===== config.mk =====
export PLATFORM = sky130hd
export DESIGN_NAME = sign_ext_arbiter
export DESIGN_NICKNAME = d
export VERILOG_FILES = /design/src/rtl/sign_ext_arbiter.sv
export SDC_FILE = /design/constraint.sdc
export NUM_CORES = 1
export LEC_CHECK = 0
export CORE_MARGIN = 1.5
export CORE_UTILIZATION = 40
export CTS_CLUSTER_DIAMETER = 200
export DETAILED_ROUTE_END_ITERATION = 16
export PLACE_DENSITY = 0.8
export SYNTH_ARGS = -nofsm -noshare
export SYNTH_HDL_FRONTEND = slang
export SYNTH_HIERARCHICAL = 1
export SYNTH_SLANG_ARGS = --single-unit

===== constraint.sdc =====
create_clock -name i_clk -period 1.7 [get_ports i_clk]
set_input_delay 0.17 -clock i_clk [delete_from_list [all_inputs] [get_ports i_clk]]
set_output_delay 0.17 -clock i_clk [all_outputs]
set_load 0.01 [all_outputs]

===== src/rtl/sign_ext_arbiter.sv =====
// Round-robin share of one sign-extension unit between two immediate requesters.
// The result sits in a registered output slot with a valid/ready handshake.

module sign_ext_beh #(
    parameter int N = 12,
    parameter int M = 32
) (
    input  logic [N-1:0] imm,
    output logic [M-1:0] ext
);

    assign ext = {{(M-N){imm[N-1]}}, imm};

endmodule

module sign_ext_arbiter #(
    parameter int N = 12,
    parameter int M = 32
) (
    input  logic         i_clk,
    input  logic         i_rst,
    input  logic         i_req0_vld,
    input  logic [N-1:0] i_req0_imm,
    output logic         o_req0_rdy,
    input  logic         i_req1_vld,
    input  logic [N-1:0] i_req1_imm,
    output logic         o_req1_rdy,
    output logic         o_out_vld,
    output logic [M-1:0] o_out_imm,
    output logic         o_out_src,
    input  logic         i_out_rdy
);

    typedef enum logic {EMPTY = 1'b0, FULL = 1'b1} slot_state_t;

    slot_state_t  slot_state;
    logic         prio;
    logic         can_load;
    logic         grant_any;
    logic         grant_id;
    logic         xfer;
    logic [N-1:0] mux_imm;
    logic [M-1:0] ext_imm;

    // A FULL slot can only take a new result on the edge its old one drains.
    assign can_load = (slot_state == EMPTY) | i_out_rdy;

    always_comb begin
        grant_any = 1'b0;
        grant_id  = 1'b0;
        if (can_load) begin
            if (i_req0_vld && i_req1_vld) begin
                grant_any = 1'b1;
                grant_id  = prio;
            end else if (i_req0_vld) begin
                grant_any = 1'b1;
                grant_id  = 1'b0;
            end else if (i_req1_vld) begin
                grant_any = 1'b1;
                grant_id  = 1'b1;
            end
        end
    end

    assign xfer       = grant_any;
    assign o_req0_rdy = !i_rst && grant_any && (grant_id == 1'b0);
    assign o_req1_rdy = !i_rst && grant_any && (grant_id == 1'b1);
    assign mux_imm    = grant_id ? i_req1_imm : i_req0_imm;

    sign_ext_beh #(
        .N(N),
        .M(M)
    ) u_ext (
        .imm(mux_imm),
        .ext(ext_imm)
    );

    // Priority flips to the loser only on an actual transfer.
    always_ff @(posedge i_clk or posedge i_rst) begin
        if (i_rst) begin
            slot_state <= EMPTY;
            o_out_imm  <= '0;
            o_out_src  <= 1'b0;
            prio       <= 1'b0;
        end else if (xfer) begin
            slot_state <= FULL;
            o_out_imm  <= ext_imm;
            o_out_src  <= grant_id;
            prio       <= ~grant_id;
        end else if (slot_state == FULL && i_out_rdy) begin
            slot_state <= EMPTY;
        end
    end

    assign o_out_vld = (slot_state == FULL);

endmodule


# After elaboration in Yosys (flattened, before gate mapping)
# Cells that the tools add are included.
dict set report word_totals {
  in_bits 29
  word_cells 24
  output_inout_bits 36
  ff_bits 15
}
dict set report op_classes {
  n_reduce_logical 7
  bitwise 3
  n_mux 10
}
# cell count
set op_table {}
lappend op_table {{12-bit two-way mux} 1}
lappend op_table {{1-bit two-way mux} 9}
lappend op_table {{1-bit logical AND} 5}
lappend op_table {{1-bit NOT} 2}
lappend op_table {{2-bit nonzero test} 1}
lappend op_table {{1-bit zero test} 1}
lappend op_table {{1-bit OR} 1}

# Depth between registers and ports, before layout
# Gate-level depths: netlist (run 1).
dict set report depth {
  depth_word 6
  depth_mapped 6
  ltp_nobuf 4
}

# Cells and area by module
# The synthesis (run 1) kept the hierarchy.
# mod n_inst seq_area_each_um2 area_per_inst_um2 cells_per_inst
set by_module_without_submodules {}
lappend by_module_without_submodules {sign_ext_arbiter 1 875.8 1610.3 97}
lappend by_module_without_submodules {sign_ext_beh 1 0.0 240.2 32}

# Worst setup path after synthesis (run 1)
# OpenSTA, ideal clock, no wires.
dict set report synth_path {
  path_type {flip-flop to flip-flop}
  start {register prio}
  end {register o_out_imm[10]}
  slack_ns 0.044
  required_ns 1.575
  arrival_ns 1.531
  setup_ns 0.125
  path_buffers 2
  stages_incl_launch_ff 7
  period_less_slack_ns 1.656
  cell_sequence {dfrtp_1 nand2b_1 nand3_2 buf_2 mux2_2 buf_4 mux2_4}
}
dict set report synth_between {
  elab_chain_len 3
}
# item line_no
set synth_rtl {}
lappend synth_rtl {{start: declaration} 37} ;# logic prio;
lappend synth_rtl {{start signal: assignment} 89} ;# prio <= ~grant_id;
lappend synth_rtl {{1-bit two-way mux} 52} ;# if (i_req0_vld && i_req1_vld) begin
lappend synth_rtl {{1-bit two-way mux} 51} ;# if (can_load) begin
lappend synth_rtl {{12-bit two-way mux} 68} ;# assign mux_imm = grant_id ? i_req1_imm : i_req0_imm;
lappend synth_rtl {{net mux_imm[10]} 42} ;# logic [N-1:0] mux_imm;
lappend synth_rtl {{end signal: assignment} 87} ;# o_out_imm <= ext_imm;
lappend synth_rtl {{end: declaration} 29} ;# output logic [M-1:0] o_out_imm,
# The timed path passes the listed nets, and every way through them passes these cells.
# A chain may end at the register's enable or synchronous reset.

# Worst setup path in the final report (run 1)
dict set report layout_path {
  start {register prio}
  end {register o_out_imm[26] (netlist name)}
}
dict set report layout_between {
  elab_chain_len 3
}
# item line_no
set layout_rtl {}
lappend layout_rtl {{1-bit two-way mux} 52}
lappend layout_rtl {{1-bit two-way mux} 51}
lappend layout_rtl {{12-bit two-way mux} 68}
lappend layout_rtl {{net mux_imm[11]} 42}
# The timed path passes the listed nets, and every way through them passes these cells.

==> results by group, run 1 <==
Outcome
  – Status: completed

Clocking
  – CTS root buffer: clkbuf_8
  – Skew-Pair Late Insertion Delay: around 270 ps
  – Clk buf depth: 2
  – TritonCTS buffer count: 5
  – Clk sinks: 35
  – Clock-pin slew on the worst setup and hold paths: approximately 70 ps
  – Post-CTS Hold Buffers: 0
  – CTS tree: built
  – CTS H-Tree Depth: 2

Layout
  – Multi-input logic area: slightly below 700 um2
  – Fillers: 366
  – Share of cells above drive strength 1: a little under two fifths
  – Diode count: 0
  – Fin nets: slightly below 200
  – P&R area growth vs syn: 30.43%
  – Post-route cell area: about 0.0024 mm2
  – Sequential cell area: about 880 um2

Worst setup path
  – CP max FO: 21
  – CP max-delay cell: mux2_2
  – Crit-path leading delay family: multiplexers
  – CP Data Arrival Time: approximately 1800 ps
  – Setup CP Type: reg2reg
  – Crit path required time: 1850 ps
  – CP Buf/Inv Count: 0
  – Crit path top cell by count: mux2_2
  – CP peak stage delay: approximately 500 ps
  – Crit end category: flop
  – Worst path cell trace: nand2b_1 > nand3_2 > mux2_2 > mux2_2
  – Worst setup SP type: flop

Global routing
  – First-pass GRT wire length: approximately 5.5 mm
  – Gr usage total: 13.96%
  – GR Util met2: between 20% and 30%
  – Pin count of the biggest net entering global routing: 36
  – Grt total ovfl: 0
  – Vias in the first global route: ~1200
  – Grt met1 use: ~17%
  – Global route hottest layer: met2
  – Initial antenna violation count: 0
  – M3 GR Usage: about 3.4%

Synthesis
  – Yosys cell types: 17
  – Sequential-to-total area share from yosys stat: 47.33%
  – Synth Flop Type: dfrtp_1
  – Most common cell in the synthesized netlist: dfrtp_1
  – Syn_nets: roughly 160
  – Synth top cells by count: 35 x dfrtp_1, 32 x buf_4, 26 x mux2_4
  – Ys Warns: 6
  – Syn Area/Cell: about 14 um2
  – Number of synthesized flops with an enable pin: 0
  – Top-area cell type share of the netlist area: a little under half
  – #FFs+latches synth: 35
  – Post-Syn Area: between 0.0015 and 0.002 mm2
  – Synth area leader: dfrtp_1
  – Top post-synthesis cells by area: dfrtp_1 47%, mux2_4 21%, buf_4 13%, mux2_2 11%, buf_6 2.4%
  – Cell count after synthesis: ~130
  – Post-synthesis async set-or-reset flop share: 100.0%

Detailed routing
  – Vias: 1063
  – DR WL/cell: ~15 um
  – WL final: between 3 and 4 mm
  – DRC viols: 0
  – Initial detailed-routing violation count: 80
  – Via/cell ratio: between 4 and 5
  – Final ANT Viol Nets: 0
  – Pre-Repair DR Iteration Count: 4

Floorplan
  – Die ar.: between 0.005 and 0.006 mm2
  – I/O pins: 65
  – Site Rows: 24
  – Die width: a little over 70 um
  – Core area: approximately 0.0044 mm2
  – DIE HEIGHT: between 70 and 80 um
  – Initial core utilization: between 40% and 50%

Timing
  – Clk_skew: roughly 6.2 ps
  – Max-slew violations: 0
  – Slew HR: a little over two thirds
  – Final period util: between 90% and 100%
  – Final min period: 1627 ps
  – Worst slew pin tran: roughly 450 ps
  – Final setup viols: 0
  – Final WS setup: between 70 and 80 ps
  – Worst hold margin: 372.6 ps
  – Hold Violations, Final: 0
  – Peak Freq: 614.5 MHz
  – Unrepaired setup endpoints after global routing: false

Power and ir drop
  – Post-route total power: 2.427 mW
  – Peak VDD IR: about 0.44 mV
  – PwrDens: roughly 1000 mW/mm2
  – Leak: 1.078 nW

Placed design
  – Hpwl dp: 2.385 mm
  – Port Buf Inserts: 64
  – Setup slack after placement: -183.2 ps
  – Placed inst area: approximately 0.0023 mm2
  – GPL Wtd Cong: approximately 0.74

Hold path
  – Worst Hold Class: in2async

Flow run
  – MaxCap Viol Count: 0
[final timing paths]
path / start / endpoint / slack, ps / depth (start not counted)
max: prio$_DFFE_PP0P_ / o_out_imm[26]$_DFFE_PP0P_ / 70 / 4
min: i_rst / o_out_imm[1]$_DFFE_PP0P_ / 370 / 3
max reg2reg: prio$_DFFE_PP0P_ / o_out_imm[26]$_DFFE_PP0P_ / 70 / 4
min reg2reg: prio$_DFFE_PP0P_ / prio$_DFFE_PP0P_ / 500 / 1
max in group asynchronous: i_rst / o_out_imm[23]$_DFFE_PP0P_ / 1010 / 3
min in group i_clk: prio$_DFFE_PP0P_ / prio$_DFFE_PP0P_ / 500 / 1
[placed cells by master, fill, tap and decap left out]
master | netlist | layout
o21ai_0 | 1 | 1
nor3b_2 | 0 | 1
clkinv_2 | 0 | 1
buf_12 | 0 | 1
clkdlybuf4s50_1 | 0 | 62
mux2_4 | 26 | 26
nor2_2 | 1 | 1
nand2_1 | 2 | 2
and3_1 | 1 | 1
nor2b_4 | 1 | 1
nand2b_1 | 1 | 1
clkbuf_8 | 0 | 6
dlygate4sd2_1 | 0 | 2
dfrtp_1 | 35 | 35
nand3_2 | 1 | 1
inv_1 | 2 | 2
buf_4 | 32 | 5
nand2b_4 | 1 | 1
mux2_2 | 18 | 18
o21a_1 | 1 | 1
[per-layer routing]
layer  up-vias  part of all wire, %
met5         -                    0
met3         2                  4.9
met1       536                   42
li1        482                    -
met4         0                 0.42
met2        43                   53
[area by class of cell]
class	instances	share of cell area (%)
Clock buffer	6	3.421
Inverter	2	0.3110
Sequential cell	35	36.29
Tap cell	52	2.696
Multi-Input combinational cell	55	28.25
Timing Repair Buffer	70	28.82
Clock inverter	1	0.2074
[registers in the layout, summed over array words and instances (netlist names)]
register,count
o_out_imm,32
o_out_src,1
o_out_vld,1
prio,1
[logic make-up after synthesis]
logic type	share of synthesized area, %
compound gates	0.6760
mux	32.05
flops	47.33
simple gates	3.855
buf+inv	16.09
[power breakdown]
group          switching [mW]  internal (mW)
combinational           0.259          0.521
sequential             0.0842          0.976
clock                   0.269          0.317
[worst register-to-register path, stage by stage (launching register included)]
cell and delay, ps:
dfrtp_1 380, nand2b_1 170, nand3_2 130, mux2_2 500, mux2_2 330
[repair_timing]
item / 4_1_cts / 5_1_grt
buffers inserted: 1 / 0
setup endpoints to repair: 2 / 1
resized for setup: 2 / 1
[stage by stage]
step	util [%]	TNS, ps	instances
finish	54.68	0	221
detailed placement	52.47	-4178	213
floorplan	-	0	129
global placement	52.47	-1952	213
global route	54.68	0	221
CTS	54.56	0	221
No activity file was read; power rests on OpenSTA's default activity.
==> run 2: changes to the inputs <==
- PLACE_DENSITY: 0.8 -> 0.77
- clock period: 1.7 -> 1.9 ns (I/O delays scaled with it)
==> results by group, run 2 (synthesized netlist as in run 1, its figures left out) <==
Outcome
  – Status: completed (unchanged)

Worst setup path
  – Reg2Reg Launch Point: prio$_DFFE_PP0P_ (unchanged)
  – Crit path required time: 1710 ps (was 1850 ps)
  – CP Buf/Inv Count: 1 (was 0)
  – Worst R2R Setup Slack: 300 ps (was 70 ps)
  – CP peak stage delay: 530 ps (was 500 ps)
  – Crit-path leading delay family: buffers and inverters (was multiplexers)
  – Worst path cell trace: nand2b_4 > nor2b_4 > and3_1 > clkdlybuf4s50_1 (was nand2b_1 > nand3_2 > mux2_2 > mux2_2)
  – Cell count along the critical path: 4 (unchanged)
  – Setup CP Type: reg2out (was reg2reg)
  – Reg2reg end: o_out_imm[26]$_DFFE_PP0P_ (unchanged)
  – CP max-delay cell: clkdlybuf4s50_1 (was mux2_2)
  – CP max FO: 4 (was 21)
  – Worst R2R Path Depth: 4 (unchanged)
  – Crit end category: primary output (was flop)
  – Setup crit end: o_req0_rdy (was o_out_imm[26]$_DFFE_PP0P_)
  – Worst setup SP type: flop (unchanged)
  – CP Data Arrival Time: 1620 ps (was 1780 ps)
  – CP Launch Point: o_out_vld$_DFFE_PP0P_ (was prio$_DFFE_PP0P_)

Clocking
  – CTS root buffer: clkbuf_8 (unchanged)
  – Skew-Pair Late Insertion Delay: 280 ps (was 270 ps)
  – Post-CTS Hold Buffers: 0 (unchanged)
  – Clk sinks: 35 (unchanged)
  – # Post-CTS Setup Buffers: 0 (was 1)
  – TritonCTS buffer count: 5 (unchanged)
  – Clk buf depth: 2 (unchanged)
  – Clock-pin slew on the worst setup and hold paths: 70 ps (about the same)
  – CTS H-Tree Depth: 2 (unchanged)
  – CTS tree: built (unchanged)

Layout
  – Fin nets: 196 (was 198)
  – Reg with most FFs: o_out_imm (unchanged)
  – Most common cell after layout, fill and taps aside: clkdlybuf4s50_1 (unchanged)
  – Most frequent cells in the layout: 63 x clkdlybuf4s50_1, 35 x dfrtp_1, 26 x mux2_4, 18 x mux2_2, 6 x clkbuf_8 (was 62 x clkdlybuf4s50_1, 35 x dfrtp_1, 26 x mux2_4, 18 x mux2_2, 6 x clkbuf_8)
  – Max FFs per register: 32 (unchanged)
  – Finished Layout Cells: 220 (was 221)
  – Diode count: 0 (unchanged)
  – Core Util, Final: 54.93% (was 54.68%)
  – Share of cells above drive strength 1: 35.71% (was 36.69%)
  – P&R area growth vs syn: 31.03% (was 30.43%)

Global routing
  – Pin count of the biggest net entering global routing: 36 (unchanged)
  – Initial antenna violation count: 0 (unchanged)
  – Gr usage total: 13.35% (was 13.96%)
  – First-pass GRT wire length: 5.244 mm (was 5.547 mm)
  – Grt total ovfl: 0 (unchanged)
  – Vias in the first global route: 1089 (was 1185)

Timing
  – Hold Violations, Final: 0 (unchanged)
  – Slew HR: 70.31% (was 70.29%)
  – Final min period: roughly 1800 ps
  – Setup Total Neg Slack: 0 ps (unchanged)
  – Final setup viols: 0 (unchanged)
  – Worst slew pin tran: 445.4 ps (was 445.7 ps)
  – Worst hold margin: 368.0 ps (was 372.6 ps)
  – Final period util: a little over nine tenths
  – Peak Freq: between 500 and 600 MHz
  – Clk_skew: 6.748 ps (was 6.167 ps)
  – Max-slew violations: 0 (unchanged)
  – Unrepaired setup endpoints after global routing: false (unchanged)

Hold path
  – Worst Hold Class: in2async (unchanged)

Power and ir drop
  – Post-route total power: 2.326 mW (was 2.427 mW)
  – Peak VDD IR: 0.3610 mV (was 0.4381 mV)
  – Leak: 1.077 nW (was 1.078 nW)
  – PwrDens: 959.4 mW/mm2 (was 1006 mW/mm2)

Floorplan
  – Die ar.: 0.005043 mm2 (unchanged)
  – Die width: 71.02 um (unchanged)
  – DIE HEIGHT: 71.02 um (unchanged)
  – Core area: 0.004414 mm2 (unchanged)
  – I/O pins: 65 (unchanged)
  – Site Rows: 24 (unchanged)
  – Initial core utilization: 41.92% (unchanged)

Detailed routing
  – WL final: 3.226 mm (was 3.360 mm)
  – Via/cell ratio: 4.650 (was 4.810)
  – Final ANT Viol Nets: 0 (unchanged)
  – DRC viols: 0 (unchanged)
  – DR WL/cell: 14.66 um (was 15.20 um)
  – Vias: 1023 (was 1063)
  – Pre-Repair DR Iteration Count: 3 (was 4)
  – Initial detailed-routing violation count: 52 (was 80)

Placed design
  – Dpl cells: 212 (was 213)
  – Port Buf Inserts: 64 (unchanged)
  – GPL Wtd Cong: 0.8031 (was 0.7368)

Flow run
  – MaxCap Viol Count: 0 (unchanged)
run 2: cell count changes in the layout (fill, tap and decap cells not counted), sizes merged:
cell	change
buf	-2
dlygate4sd2	-1
clkdlybuf4s50	+1
bufinv	+1
run 2: final cells by class:
type,count,area [um2]
Clock buffer,6,82.58
Sequential cell,35,875.8
Tap cell,52,65.06
Clock inverter,2,35.03
Fill cell,351,1989
Inverter,2,7.507
Timing Repair Buffer,68,681.9
Multi-Input combinational cell,55,676.9
run 2: what timing repair did:
| action | in CTS | in global routing |
|---|---|---|
| hold endpoints to repair | 0 | 0 |
| setup endpoints to repair | 1 | 0 |
| resized for setup | 1 | 0 |
run 2: report_power, final:
part           leakage, nW  switching (mW)  internal [mW]
Clock               0.0612           0.262          0.424
Combinational        0.610           0.228          0.465
Sequential           0.406          0.0741          0.873
Total                 1.08           0.564           1.76
run 2: per-stage QoR:
step                instance area [um2]  setup WS [ps]
floorplan                          1851          243.9
global placement                   2308          46.73
detailed placement                 2308          9.629
CTS                                2425          66.89
global route                       2425          27.46
finish                             2425          87.50
run 2: worst min-delay path, cell delays in order:
cell and delay, ps:
clkdlybuf4s50_1 420, inv_1 70, buf_4 390
run 2: worst min-delay path by stage:
stage,from,end,slack [ps],cells after the start
2_1_floorplan,i_req1_vld,o_out_vld$_DFFE_PP0P_,300,2
3_3_place_gp,prio$_DFFE_PP0P_,prio$_DFFE_PP0P_,480,1
3_5_place_dp,o_out_imm[8]$_DFFE_PP0P_,o_out_imm[8]$_DFFE_PP0P_,490,1
4_1_cts,i_rst,o_out_imm[24]$_DFFE_PP0P_,380,3
5_1_grt,i_rst,o_out_imm[7]$_DFFE_PP0P_,420,3
6_report,i_rst,o_out_imm[24]$_DFFE_PP0P_,370,3
run 2: routing by layer:
metal / share of wire (%) / GRT usage [%]
met2: 49 / 21.60
met5: 0 / 0
met1: 44 / 17.11
met3: 6.3 / 4.558
met4: 0.25 / 3.774
